### src/rtl/cache_pkg.sv
// Shared cache definitions: address-field index helpers (identical to the cache
// memory's) and the refill engine state encoding.
package cache_pkg;

    typedef enum logic [1:0] {
        IDLE   = 2'd0,
        FETCH  = 2'd1,
        COMMIT = 2'd2
    } refill_state_t;

    function automatic int wwi_start();
        return 2;
    endfunction

    function automatic int wwi_end(input int way_word_count);
        return $clog2(way_word_count) + 1;
    endfunction

    function automatic int set_start(input int way_word_count);
        return wwi_end(way_word_count) + 1;
    endfunction

    function automatic int set_end(input int way_word_count, input int set_count);
        return wwi_end(way_word_count) + $clog2(set_count);
    endfunction

    function automatic int tag_start(input int way_word_count, input int set_count);
        return set_end(way_word_count, set_count) + 1;
    endfunction

    function automatic int tag_idx_size(input int way_word_count, input int set_count);
        return 31 - set_end(way_word_count, set_count);
    endfunction

    function automatic int set_idx_size(input int set_count);
        return $clog2(set_count);
    endfunction

    function automatic int way_idx_size(input int way_count);
        return $clog2(way_count);
    endfunction

endpackage

### src/rtl/cache_victim_sel.sv
// Round-robin victim way selector; advances once per committed refill.
module cache_victim_sel
    import cache_pkg::*;
#(
    parameter int WAY_COUNT = 2
) (
    input  logic                                 clk,
    input  logic                                 reset,
    input  logic                                 advance_i,
    output logic [way_idx_size(WAY_COUNT)-1:0]   way_o
);

    localparam int WS = way_idx_size(WAY_COUNT);

    logic [WS-1:0] r_way;

    // Power-of-two way count, so the natural wrap gives modulo WAY_COUNT.
    always_ff @(posedge clk or posedge reset) begin
        if (reset) begin
            r_way <= {WS{1'b0}};
        end else if (advance_i) begin
            r_way <= r_way + WS'(1);
        end else begin
            r_way <= r_way;
        end
    end

    assign way_o = r_way;

endmodule

### src/rtl/cache_line_refill.sv
// Cache line refill engine: fetches one aligned line over req/gnt/rvalid and
// commits it in a single write cycle. Optional macro: CACHE_REFILL_PERF_CNT_EN.
module cache_line_refill
    import cache_pkg::*;
#(
    parameter int WAY_COUNT      = 2,
    parameter int SET_COUNT      = 64,
    parameter int WAY_WORD_COUNT = 4
) (
    input  logic                                                clk,
    input  logic                                                reset,
    input  logic                                                miss_req_i,
    input  logic [31:0]                                         miss_addr_i,
    output logic                                                miss_ready_o,
    output logic                                                refill_done_o,
    output logic [WAY_WORD_COUNT*32-1:0]                        refill_line_o,
    output logic                                                mem_req_o,
    output logic [31:0]                                         mem_addr_o,
    input  logic                                                mem_gnt_i,
    input  logic                                                mem_rvalid_i,
    input  logic [31:0]                                         mem_rdata_i,
    output logic                                                cache_enable_o,
    output logic                                                cache_write_enable_o,
    output logic [set_idx_size(SET_COUNT)-1:0]                  cache_set_o,
    output logic [way_idx_size(WAY_COUNT)-1:0]                  cache_way_o,
    output logic                                                cache_line_valid_o,
    output logic [tag_idx_size(WAY_WORD_COUNT, SET_COUNT)-1:0]  cache_line_tag_o,
    output logic [WAY_WORD_COUNT*32-1:0]                        cache_line_o,
    output logic [WAY_WORD_COUNT*4-1:0]                         cache_line_be_o
`ifdef CACHE_REFILL_PERF_CNT_EN
    ,
    output logic [31:0]                                         refill_count_o
`endif
);

    localparam int WWI_END      = wwi_end(WAY_WORD_COUNT);
    localparam int SET_END      = set_end(WAY_WORD_COUNT, SET_COUNT);
    localparam int TAG_IDX_SIZE = tag_idx_size(WAY_WORD_COUNT, SET_COUNT);
    localparam int SET_IDX_SIZE = set_idx_size(SET_COUNT);
    localparam int WAY_IDX_SIZE = way_idx_size(WAY_COUNT);
    localparam int CNT_W        = $clog2(WAY_WORD_COUNT) + 1;
    localparam int LINE_W       = WAY_WORD_COUNT * 32;
    localparam logic [31:0] OFFSET_MASK = 32'((64'd1 << (WWI_END + 1)) - 64'd1);

    refill_state_t           r_state;
    logic [31:0]             r_base;
    logic [SET_IDX_SIZE-1:0] r_set;
    logic [TAG_IDX_SIZE-1:0] r_tag;
    logic [CNT_W-1:0]        r_gnt_cnt;
    logic [CNT_W-1:0]        r_rsp_cnt;
    logic [31:0]             r_words [WAY_WORD_COUNT];

    logic                    w_accept;
    logic                    w_req;
    logic                    w_rsp;
    logic                    w_last_rsp;
    logic                    w_commit;
    logic [WAY_IDX_SIZE-1:0] w_way;
    logic [LINE_W-1:0]       w_line;

    assign w_accept   = miss_req_i && (r_state == IDLE);
    assign w_req      = (r_state == FETCH) && (r_gnt_cnt < CNT_W'(WAY_WORD_COUNT));
    // Responses outside FETCH or past the last word are dropped here.
    assign w_rsp      = (r_state == FETCH) && mem_rvalid_i && (r_rsp_cnt < CNT_W'(WAY_WORD_COUNT));
    assign w_last_rsp = w_rsp && (r_rsp_cnt == CNT_W'(WAY_WORD_COUNT - 1));
    assign w_commit   = (r_state == COMMIT);

    // Refill sequencing: capture the miss, count grants/responses, store words.
    always_ff @(posedge clk or posedge reset) begin
        if (reset) begin
            r_state   <= IDLE;
            r_base    <= 32'd0;
            r_set     <= {SET_IDX_SIZE{1'b0}};
            r_tag     <= {TAG_IDX_SIZE{1'b0}};
            r_gnt_cnt <= {CNT_W{1'b0}};
            r_rsp_cnt <= {CNT_W{1'b0}};
            for (int k = 0; k < WAY_WORD_COUNT; k++) begin
                r_words[k] <= 32'd0;
            end
        end else begin
            case (r_state)
                IDLE: begin
                    if (w_accept) begin
                        r_base    <= miss_addr_i & ~OFFSET_MASK;
                        r_set     <= miss_addr_i[SET_END:WWI_END+1];
                        r_tag     <= miss_addr_i[31:SET_END+1];
                        r_gnt_cnt <= {CNT_W{1'b0}};
                        r_rsp_cnt <= {CNT_W{1'b0}};
                        r_state   <= FETCH;
                    end else begin
                        r_state   <= IDLE;
                    end
                end
                FETCH: begin
                    if (w_req && mem_gnt_i) begin
                        r_gnt_cnt <= r_gnt_cnt + CNT_W'(1);
                    end else begin
                        r_gnt_cnt <= r_gnt_cnt;
                    end
                    if (w_rsp) begin
                        r_words[r_rsp_cnt[CNT_W-2:0]] <= mem_rdata_i;
                        r_rsp_cnt <= r_rsp_cnt + CNT_W'(1);
                    end else begin
                        r_rsp_cnt <= r_rsp_cnt;
                    end
                    r_state <= w_last_rsp ? COMMIT : FETCH;
                end
                COMMIT: begin
                    r_state <= IDLE;
                end
                default: begin
                    r_state <= IDLE;
                end
            endcase
        end
    end

    cache_victim_sel #(
        .WAY_COUNT (WAY_COUNT)
    ) u_victim_sel (
        .clk       (clk),
        .reset     (reset),
        .advance_i (w_commit),
        .way_o     (w_way)
    );

    // Flatten the word buffer; word k lands at bits [32k+31:32k].
    always_comb begin
        w_line = {LINE_W{1'b0}};
        for (int k = 0; k < WAY_WORD_COUNT; k++) begin
            w_line[k*32 +: 32] = r_words[k];
        end
    end

    assign miss_ready_o         = (r_state == IDLE);
    assign mem_req_o            = w_req;
    assign mem_addr_o           = w_req ? (r_base + (32'(r_gnt_cnt) << 2)) : 32'd0;
    assign refill_done_o        = w_commit;
    assign refill_line_o        = w_commit ? w_line : {LINE_W{1'b0}};
    assign cache_enable_o       = w_commit;
    assign cache_write_enable_o = w_commit;
    assign cache_set_o          = w_commit ? r_set : {SET_IDX_SIZE{1'b0}};
    assign cache_way_o          = w_commit ? w_way : {WAY_IDX_SIZE{1'b0}};
    assign cache_line_valid_o   = w_commit;
    assign cache_line_tag_o     = w_commit ? r_tag : {TAG_IDX_SIZE{1'b0}};
    assign cache_line_o         = w_commit ? w_line : {LINE_W{1'b0}};
    assign cache_line_be_o      = w_commit ? {(WAY_WORD_COUNT*4){1'b1}} : {(WAY_WORD_COUNT*4){1'b0}};

`ifdef CACHE_REFILL_PERF_CNT_EN
    logic [31:0] r_refill_count;

    // Saturating count of committed refills.
    always_ff @(posedge clk or posedge reset) begin
        if (reset) begin
            r_refill_count <= 32'd0;
        end else if (w_commit && (r_refill_count != 32'hFFFF_FFFF)) begin
            r_refill_count <= r_refill_count + 32'd1;
        end else begin
            r_refill_count <= r_refill_count;
        end
    end

    assign refill_count_o = r_refill_count;
`endif

endmodule

### config.mk
export PLATFORM = sky130hd
export DESIGN_NAME = cache_line_refill
export DESIGN_NICKNAME = d
export VERILOG_FILES = /design/src/rtl/cache_pkg.sv /design/src/rtl/cache_victim_sel.sv /design/src/rtl/cache_line_refill.sv
export SDC_FILE = /design/constraint.sdc
export NUM_CORES = 1
export LEC_CHECK = 0
export CORE_ASPECT_RATIO = 1.5
export CORE_UTILIZATION = 35
export DETAILED_ROUTE_END_ITERATION = 7
export PLACE_DENSITY = 0.72
export SLEW_MARGIN = 20
export SYNTH_ARGS = -nofsm -noshare
export SYNTH_HDL_FRONTEND = slang
export SYNTH_SLANG_ARGS = --single-unit
### constraint.sdc
create_clock -name clk -period 5.4 [get_ports clk]
set_clock_uncertainty 0.05 [all_clocks]
set_input_delay 0.81 -clock clk [delete_from_list [all_inputs] [get_ports clk]]
set_output_delay 0.81 -clock clk [all_outputs]
set_load 0.02 [all_outputs]
Word level (Yosys, flattened, before mapping). Cells that the tools add are included.

Memories: 0. Memory bits (writable): 0. Bits in latches: 0. Output and inout bits: 339. ROM bits: 0. Register bits after elaboration: 193.

Divide/modulo/power cells: 0. Multipliers: 0. Bitwise gates (word level): 1. Mux-type cells: 17. Add/sub/neg operators: 4. Equal/unequal tests: 6. Reductions and logical operators: 13. Magnitude comparators: 4. Shift operators: 0.

Operators by type and width (count): 128-bit bitwise mux (1); 128-bit 2-to-1 mux (1); 32-bit demux with 2-bit select (1); 32-bit 2-to-1 mux (2); 32-bit by 5-bit adder with 32-bit output (1); 22-bit 2-to-1 mux (1); 16-bit 2-to-1 mux (1); 3-bit one-hot mux with 2 select lines (2); 3-bit 2-to-1 mux (3); 1-bit logical AND (7); 3-bit by 1-bit adder with 3-bit output, second input constant (2); 3-bit less-than comparator, second input constant (2); 6-bit 2-to-1 mux (1); 3-bit AND reduction (2); 2-bit by 1-bit != test with 1-bit output, second input constant (2); 2-bit one-hot mux with 2 select lines (1); 2-bit AND reduction (2); 3-bit by 2-bit equality test with 1-bit output, second input constant (1); 3-bit greater-or-equal comparator, second input constant (1); 3-bit by 1-bit less-than comparator with 1-bit output, second input constant (1); 2-bit NOT with 3-bit output (1); 2-bit by 1-bit equality test with 1-bit output, second input constant (1); 2-bit equality test, second input constant (1); 2-bit zero test (1); other kinds (5) (6).

Logic depth before layout (Yosys ltp). Gate-level depths: netlist of run 1.

Depth in word-level cells: 6. Mapped depth: 8.

By module. From an unflattened synthesis of run 1, not the netlist that was laid out.

Cells, all modules: 892. Area total of the unflattened synthesis: 9255.1 um^2.

Modules (own cells, without submodules): cache_line_refill (times used 1, cells each 889, area each 9217.6 um^2); cache_victim_sel (times used 1, cells each 3, area each 37.5 um^2).

Worst setup path after synthesis of run 1. No wires, ideal clock.

Path type: register to output. Start: register r_state[0]. End: output refill_line_o[53]. Cell stages (with the launch flop): 7. Path slack: 2324 ps. Arrival: 2216 ps. Data required time: 4540 ps. Cell sequence: dfrtp_1 > clkbuf_1 > nor2_1 > clkbuf_1 > clkbuf_1 > and2_1 > buf_4.

Word-level cells in the longest chain between the ends: 2.

RTL lines: start: declaration (RTL line cache_line_refill.sv:45) `refill_state_t r_state;`; start signal: assignment (RTL line cache_line_refill.sv:106) `r_state <= w_last_rsp ? COMMIT : FETCH;`; 2-bit equality test (RTL line cache_line_refill.sv:66) `assign w_commit = (r_state == COMMIT);`; via cache_enable_o (RTL line cache_line_refill.sv:22) `output logic cache_enable_o,`; 128-bit 2-to-1 mux; end: declaration (RTL line cache_line_refill.sv:16) `output logic [WAY_WORD_COUNT*32-1:0] refill_line_o,`.

The timed path passes the listed nets, and every way through them passes these cells.

Worst setup path after layout of run 1.
Start: register r_state[0]. End: output mem_addr_o[29].

Word-level cells in the longest chain between the ends: 3.

RTL lines: 2-bit by 1-bit equality test with 1-bit output (RTL line cache_line_refill.sv:62) `assign w_req = (r_state == FETCH) && (r_gnt_cnt < CNT_W'(WAY_WORD_COUNT));`; 1-bit logical AND (RTL line cache_line_refill.sv:62); 32-bit 2-to-1 mux (RTL line cache_line_refill.sv:137) `assign mem_addr_o = w_req ? (r_base + (32'(r_gnt_cnt) << 2)) : 32'd0;`; end: declaration (RTL line cache_line_refill.sv:18) `output logic [31:0] mem_addr_o,`.

Every way passes these cells.

==> impl_metrics.tcl, run 1 <==
set metrics [dict create \
    fin_area_mm2 0.01291 \
    final_cell_mix "clkdlybuf4s50_1, dfrtp_1, and2_1" \
    synth_area_mm2 0.009119 \
    gp_congestion 0.7788 \
    clkSinkCount 165 \
    first_global_vias 6701 \
    ctsHoldBuffers 0 \
    drive_above_1_share_pct 15.43 \
    die-width_um 133.8 \
    crit_type "reg -> out" \
    worst_setup_path_start_kind "flip-flop" \
    period_share_pct 73.22 \
    cts_resized 0 \
    grt_start_max_net_pins 101 \
    hp-class "reg -> reg" \
    track_usage_pct 18.48 \
    power.density_mw_per_mm2 404.7 \
    viasPerCell 4.703 \
    status "finished clean" \
    rsz0062_at_grt "false" \
    cts_tree "built" \
    cts_buffer_depth 2 \
    grt_pass1_wl_mm 37.64 \
    clkLatencyLatePin_ns 0.43 \
    report.final.slew_viol_count 0 \
    port_buffers 401 \
    dpl_worst_slack_ns 1.911 \
    via_count 6871 \
    grt-ovfl-total 0 \
    cts_root_buf "clkbuf_16" \
    hpwl_mm 18.00 \
    synth_edf_count 0 \
    synthArstFlopShare_pct 100.0 \
    initial_core_util_pct 35.52 \
    fin_setup_tns_ns 0 \
    timing.max_cap.violations 0 \
    fin_util_pct 50.29 \
    first_iter_violations 245 \
    setup_viol_count_final 0 \
    wl_mm 24.80 \
    fin_crit_ns 3.954 \
    fin_ws_ns 1.446 \
    placed_cell_area_mm2 0.01232 \
    slew_headroom_pct 29.83 \
    crit_required_ns 4.54 \
    nets 1193 \
    fp.dieH_um 199.7 \
    num_rows 72 \
    drc 0 \
    path_max_fanout 26 \
    ys_seq_area_share_pct 45.28 \
    power_mw 5.225 \
    core_area_mm2 0.02567 \
    htree_levels 4 \
    synth-seq-cells 165 \
    ys_warn_count 0 \
    crit_path_max_incr_delay_ns 0.68 \
    cts_made_buffers 17 \
    crit_slowest_cell "clkdlybuf4s50_1" \
    antenna_found_initial 0 \
    synth_cells 884 \
    tightest_slew_ns 1.049 \
    cp_cell_sequence "nand2b_1 -> or2_2 -> inv_1 -> nand2b_1 -> o41ai_1 -> clkdlybuf4s50_1" \
    final_common_cell "clkdlybuf4s50_1" \
    avgSynthCellArea_um2 10.32 \
    ant_nets 0 \
    max_freq_mhz 252.9 \
    die_area_mm2 0.02672 \
    synthToLayoutAreaGrowth_pct 41.60 \
    dr.pass1.iters 4 \
    io_pins 408 \
    synthFlopType "dfrtp_1" \
    critical_path_arrival_ns 3.09 \
    peakVddDrop_mv 0.2666 \
    end_kind "output port" \
    hold_violations 0 \
    ys_types 38 \
    num_antenna_cells 0 \
    path_common_cell "nand2b_1" \
    cts_setup_buffers 0 \
    leakagePower_nw 5.331 \
    cts.clk_slew.worst_paths_ns 0.06 \
    wl_per_cell_um 16.97 \
]
[layout make-up]
type / count / area (µm²)
timing repair buffer: 406 / 4064
fill: 2376 / 12760
clock buffer: 25 / 495.5
clock inverter: 6 / 92.59
multi-input combinational: 515 / 3669
sequential: 165 / 4129
tap: 333 / 416.7
inverter: 11 / 46.29
[cell families after synthesis]
| group | after synthesis | synth area share [%] |
|---|---|---|
| mux | 130 | 16.04 |
| fa+ha+maj | 8 | 1.098 |
| simple gates | 325 | 19.24 |
| flops | 165 | 45.28 |
| xor+xnor | 14 | 1.345 |
| compound gates | 36 | 2.209 |
| buf+inv | 205 | 14.75 |
| other cells | 1 | 0.04112 |
[routing by layer]
layer | up-vias | share of wire, % | track usage [%]
li1 | 3216 | - | -
met2 | 230 | 55 | 34.50
met3 | 22 | 5.4 | 4.033
met1 | 3403 | 38 | 20.72
met4 | 0 | 1.4 | 5.513
met5 | - | 0 | 0
[sequential cells by signal, indices dropped and copies added (netlist names)]
signal,count
r_state,2
r_words,128
r_tag,22
r_set,5
r_rsp_cnt,3
r_base,1
u_victim_sel.way_o,1
r_gnt_cnt,3
[critical path, delay by kind of cell, from the launching register on]
kind | cells | cell delay, ns
and+or+nand+nor | 3 | 0.72
buffers and inverters | 2 | 1.04
DFF | 1 | 0.65
AOI/OAI and AO/OA | 1 | 0.26
[worst paths after layout]
path | from | end | slack [ns] | cells after the start
min reg2reg | u_victim_sel.way_o$_DFFE_PP0P_ | u_victim_sel.way_o$_DFFE_PP0P_ | 0.41 | 1
min in group asynchronous | reset | r_words[59]$_DFFE_PP0P_ | 0.88 | 2
max reg2reg | r_state[0]$_DFF_PP0_ | r_words[108]$_DFFE_PP0P_ | 2.84 | 4
min | u_victim_sel.way_o$_DFFE_PP0P_ | u_victim_sel.way_o$_DFFE_PP0P_ | 0.41 | 1
max | r_state[0]$_DFF_PP0_ | mem_addr_o[29] | 1.45 | 6
max in group asynchronous | reset | r_words[109]$_DFFE_PP0P_ | 3.47 | 3
[power breakdown]
part	total, mW	switching [mW]	internal (mW)
Combinational	1.78	0.843	0.938
Sequential	2.23	0.384	1.84
Clock	1.22	0.488	0.731
Total	5.23	1.72	3.51
[stage by stage]
step / std cells / hold slack (ns)
floorplan: 885 / 0.3836
global placement: 1430 / 0.3988
detailed placement: 1430 / 0.4057
CTS: 1461 / 0.4157
global route: 1461 / 0.4395
finish: 1461 / 0.4090
[synth_stat cells (all sizes together) (6+ instances only)]
| cell | n | area (µm²) |
|---|---|---|
| xnor2 | 8 | 70.07 |
| mux2 | 129 | 1453 |
| and2 | 158 | 988.5 |
| or3 | 9 | 56.30 |
| dfrtp | 165 | 4129 |
| buf | 164 | 1190 |
| a21oi | 14 | 70.07 |
| inv | 11 | 41.29 |
| nand4 | 7 | 50.05 |
| nand2 | 93 | 349.1 |
| xor2 | 6 | 52.55 |
| o21ai | 15 | 75.07 |
| clkbuf | 30 | 113.9 |
| nor3 | 7 | 35.03 |
| ha | 8 | 100.1 |
| nand3 | 12 | 60.06 |
| nor2 | 20 | 75.07 |
Power figures use the tool's default switching activity.
==> run 2: changes to the inputs <==
==> constraint.sdc (replaced) <==
create_clock -name clk -period 3.21 [get_ports clk]
set_clock_uncertainty 0.05 [all_clocks]
set_input_delay 0.4815 -clock clk [delete_from_list [all_inputs] [get_ports clk]]
set_output_delay 0.4815 -clock clk [all_outputs]
set_load 0.02 [all_outputs]
==> run 2 against run 1 <==
- hold slack worse by 0.064 ns
- die area unchanged
- highest routed layer unchanged
- sequential power is 67% higher
- setup slack lost 1.3 ns
- power increased by 67%
- core utilization is 0.53 points higher
- via count rose by 0.58%
- cell area is 1.1% higher
- sequential share of layout area down 0.33 points
- clock-buffer cell count down 2
- register-to-register slack worse by 1.7 ns
==> impl_metrics.tcl, run 2 (synthesis results as in run 1) <==
set metrics [dict create \
    nets 1208 \
    die_area_mm2 0.02672 \
    report.final.slew_viol_count 0 \
    hold_violations 0 \
    num_antenna_cells 0 \
    first_global_vias 6948 \
    cts.clk_slew.worst_paths_ns 0.06 \
    ctsHoldBuffers 0 \
    track_usage_pct 18.78 \
    slew_headroom_pct 61.22 \
    crit_type "reg -> out" \
    critical_path_arrival_ns 2.55 \
    gp_congestion 0.8036 \
    cts_root_buf "clkbuf_16" \
    drc 0 \
    reg_top3 "r_words: 128 flops, r_tag: 22 flops, r_set: 5 flops" \
    path_max_fanout 12 \
    cts_buffer_depth 2 \
    leakagePower_nw 5.456 \
    port_buffers 401 \
    largest-register "r_words" \
    topRoutingLayerUsed "met4" \
    critical_path.startpoint "r_gnt_cnt[2]$_DFFE_PP0P_" \
    initial_core_util_pct 35.52 \
    fp.dieH_um 199.7 \
    power.density_mw_per_mm2 668.8 \
    reg2reg_depth 6 \
    viasPerCell 4.682 \
    fin_setup_tns_ns 0 \
    timing.max_cap.violations 0 \
    first_iter_violations 189 \
    clkSinkCount 165 \
    cts_made_buffers 17 \
    hp-class "in -> async" \
    rsz0062_at_grt "false" \
    wl_mm 25.23 \
    end_kind "output port" \
    antenna_found_initial 0 \
    fin_util_pct 50.82 \
    io_pins 408 \
    final_common_cell "clkdlybuf4s50_1" \
    wl_met2_mm 13.73 \
    crit_required_ns 2.68 \
    via_count 6911 \
    final_cell_mix "clkdlybuf4s50_1, dfrtp_1, and2_1" \
    met1Wirelength_mm 9.693 \
    status "finished clean" \
    htree_levels 4 \
    wl_per_cell_um 17.09 \
    peakVddDrop_mv 0.4388 \
    whs_ns 0.3445 \
    worst_setup_path_start_kind "flip-flop" \
    hpwl_mm 18.68 \
    reg2reg_from "r_state[0]$_DFF_PP0_" \
    dr_wl_met3_mm 1.308 \
    grt-ovfl-total 0 \
    max_freq_mhz 324.6 \
    clkLatencyLatePin_ns 0.42 \
    tightest_slew_ns 0.5817 \
    setup_viol_count_final 0 \
    period_share_pct 95.99 \
    drive_above_1_share_pct 17.32 \
    grt_pass1_wl_mm 38.34 \
    ant_nets 0 \
    cts_tree "built" \
    num_rows 72 \
    fin_crit_ns 3.081 \
    core_area_mm2 0.02567 \
    die-width_um 133.8 \
    grt_start_max_net_pins 97 \
    synthToLayoutAreaGrowth_pct 43.10 \
    dr.pass1.iters 4 \
    largest_register_ffs 128 \
]
-- run 2: cell count changes in the layout (fill, tap and decap cells not counted), moves of 3 or more --
cell / delta
dlygate4sd2_1: +3
buf_12: +6
clkinvlp_4: +3
clkinv_2: +3
clkbuf_2: +7
clkdlybuf4s50_1: -14
buf_4: +9
-- run 2: critical path, stage by stage (launching register included) --
cell	delay, ns
dfrtp_1	0.41
ha_1	0.23
nand3_1	0.13
or4_4	0.53
or3_1	0.35
a21oi_1	0.16
clkdlybuf4s15_1	0.32
-- run 2: area by class of cell --
type                       count  area, µm²
inverter                      11      45.04
fill                        2374      12630
clock inverter                 8      75.07
multi-input combinational    515       3677
tap                          333      416.7
clock buffer                  23      488.0
sequential                   165       4129
timing repair buffer         421       4218
-- run 2: power by group --
group	switching (mW)	internal, mW
Clock	0.814	1.14
Combinational	1.47	1.58
Sequential	0.617	3.10
-- run 2: what timing repair did --
action                                  4_1_cts  5_1_grt
resized for setup                            13       19
setup buffers                                 1        0
endpoints found under the setup margin       13       12
-- run 2: stage by stage --
| stage | std cells | setup slack [ns] | cell area [µm²] | power, mW |
|---|---|---|---|---|
| 2_1_floorplan | 885 | 0.4622 | 9126 | 5.641 |
| 3_3_place_gp | 1444 | 0.1996 | 12500 | 6.745 |
| 3_5_place_dp | 1444 | 0.1930 | 12500 | 6.881 |
| 4_1_cts | 1476 | 0.01170 | 13070 | 8.840 |
| 5_1_grt | 1476 | 0.002903 | 13050 | 9.297 |
| 6_report | 1476 | 0.1288 | 13050 | 8.727 |
-- run 2: path summary, 6_finish.rpt --
| path | slack, ns | to |
|---|---|---|
| max in group asynchronous | 2.03 | r_words[106]$_DFFE_PP0P_ |
| setup / recovery | 0.13 | mem_addr_o[20] |
| hold reg to reg | 0.42 | u_victim_sel.way_o$_DFFE_PP0P_ |
| min in group clk | 0.42 | u_victim_sel.way_o$_DFFE_PP0P_ |
| setup reg to reg | 1.09 | r_words[66]$_DFFE_PP0P_ |
| hold / removal | 0.34 | r_words[92]$_DFFE_PP0P_ |
-- run 2: metal layers --
layer	vias up	GRT usage [%]
met1	3408	20.65
met5	-	0
li1	3241	-
met2	232	34.98
met3	30	4.135
met4	0	6.776
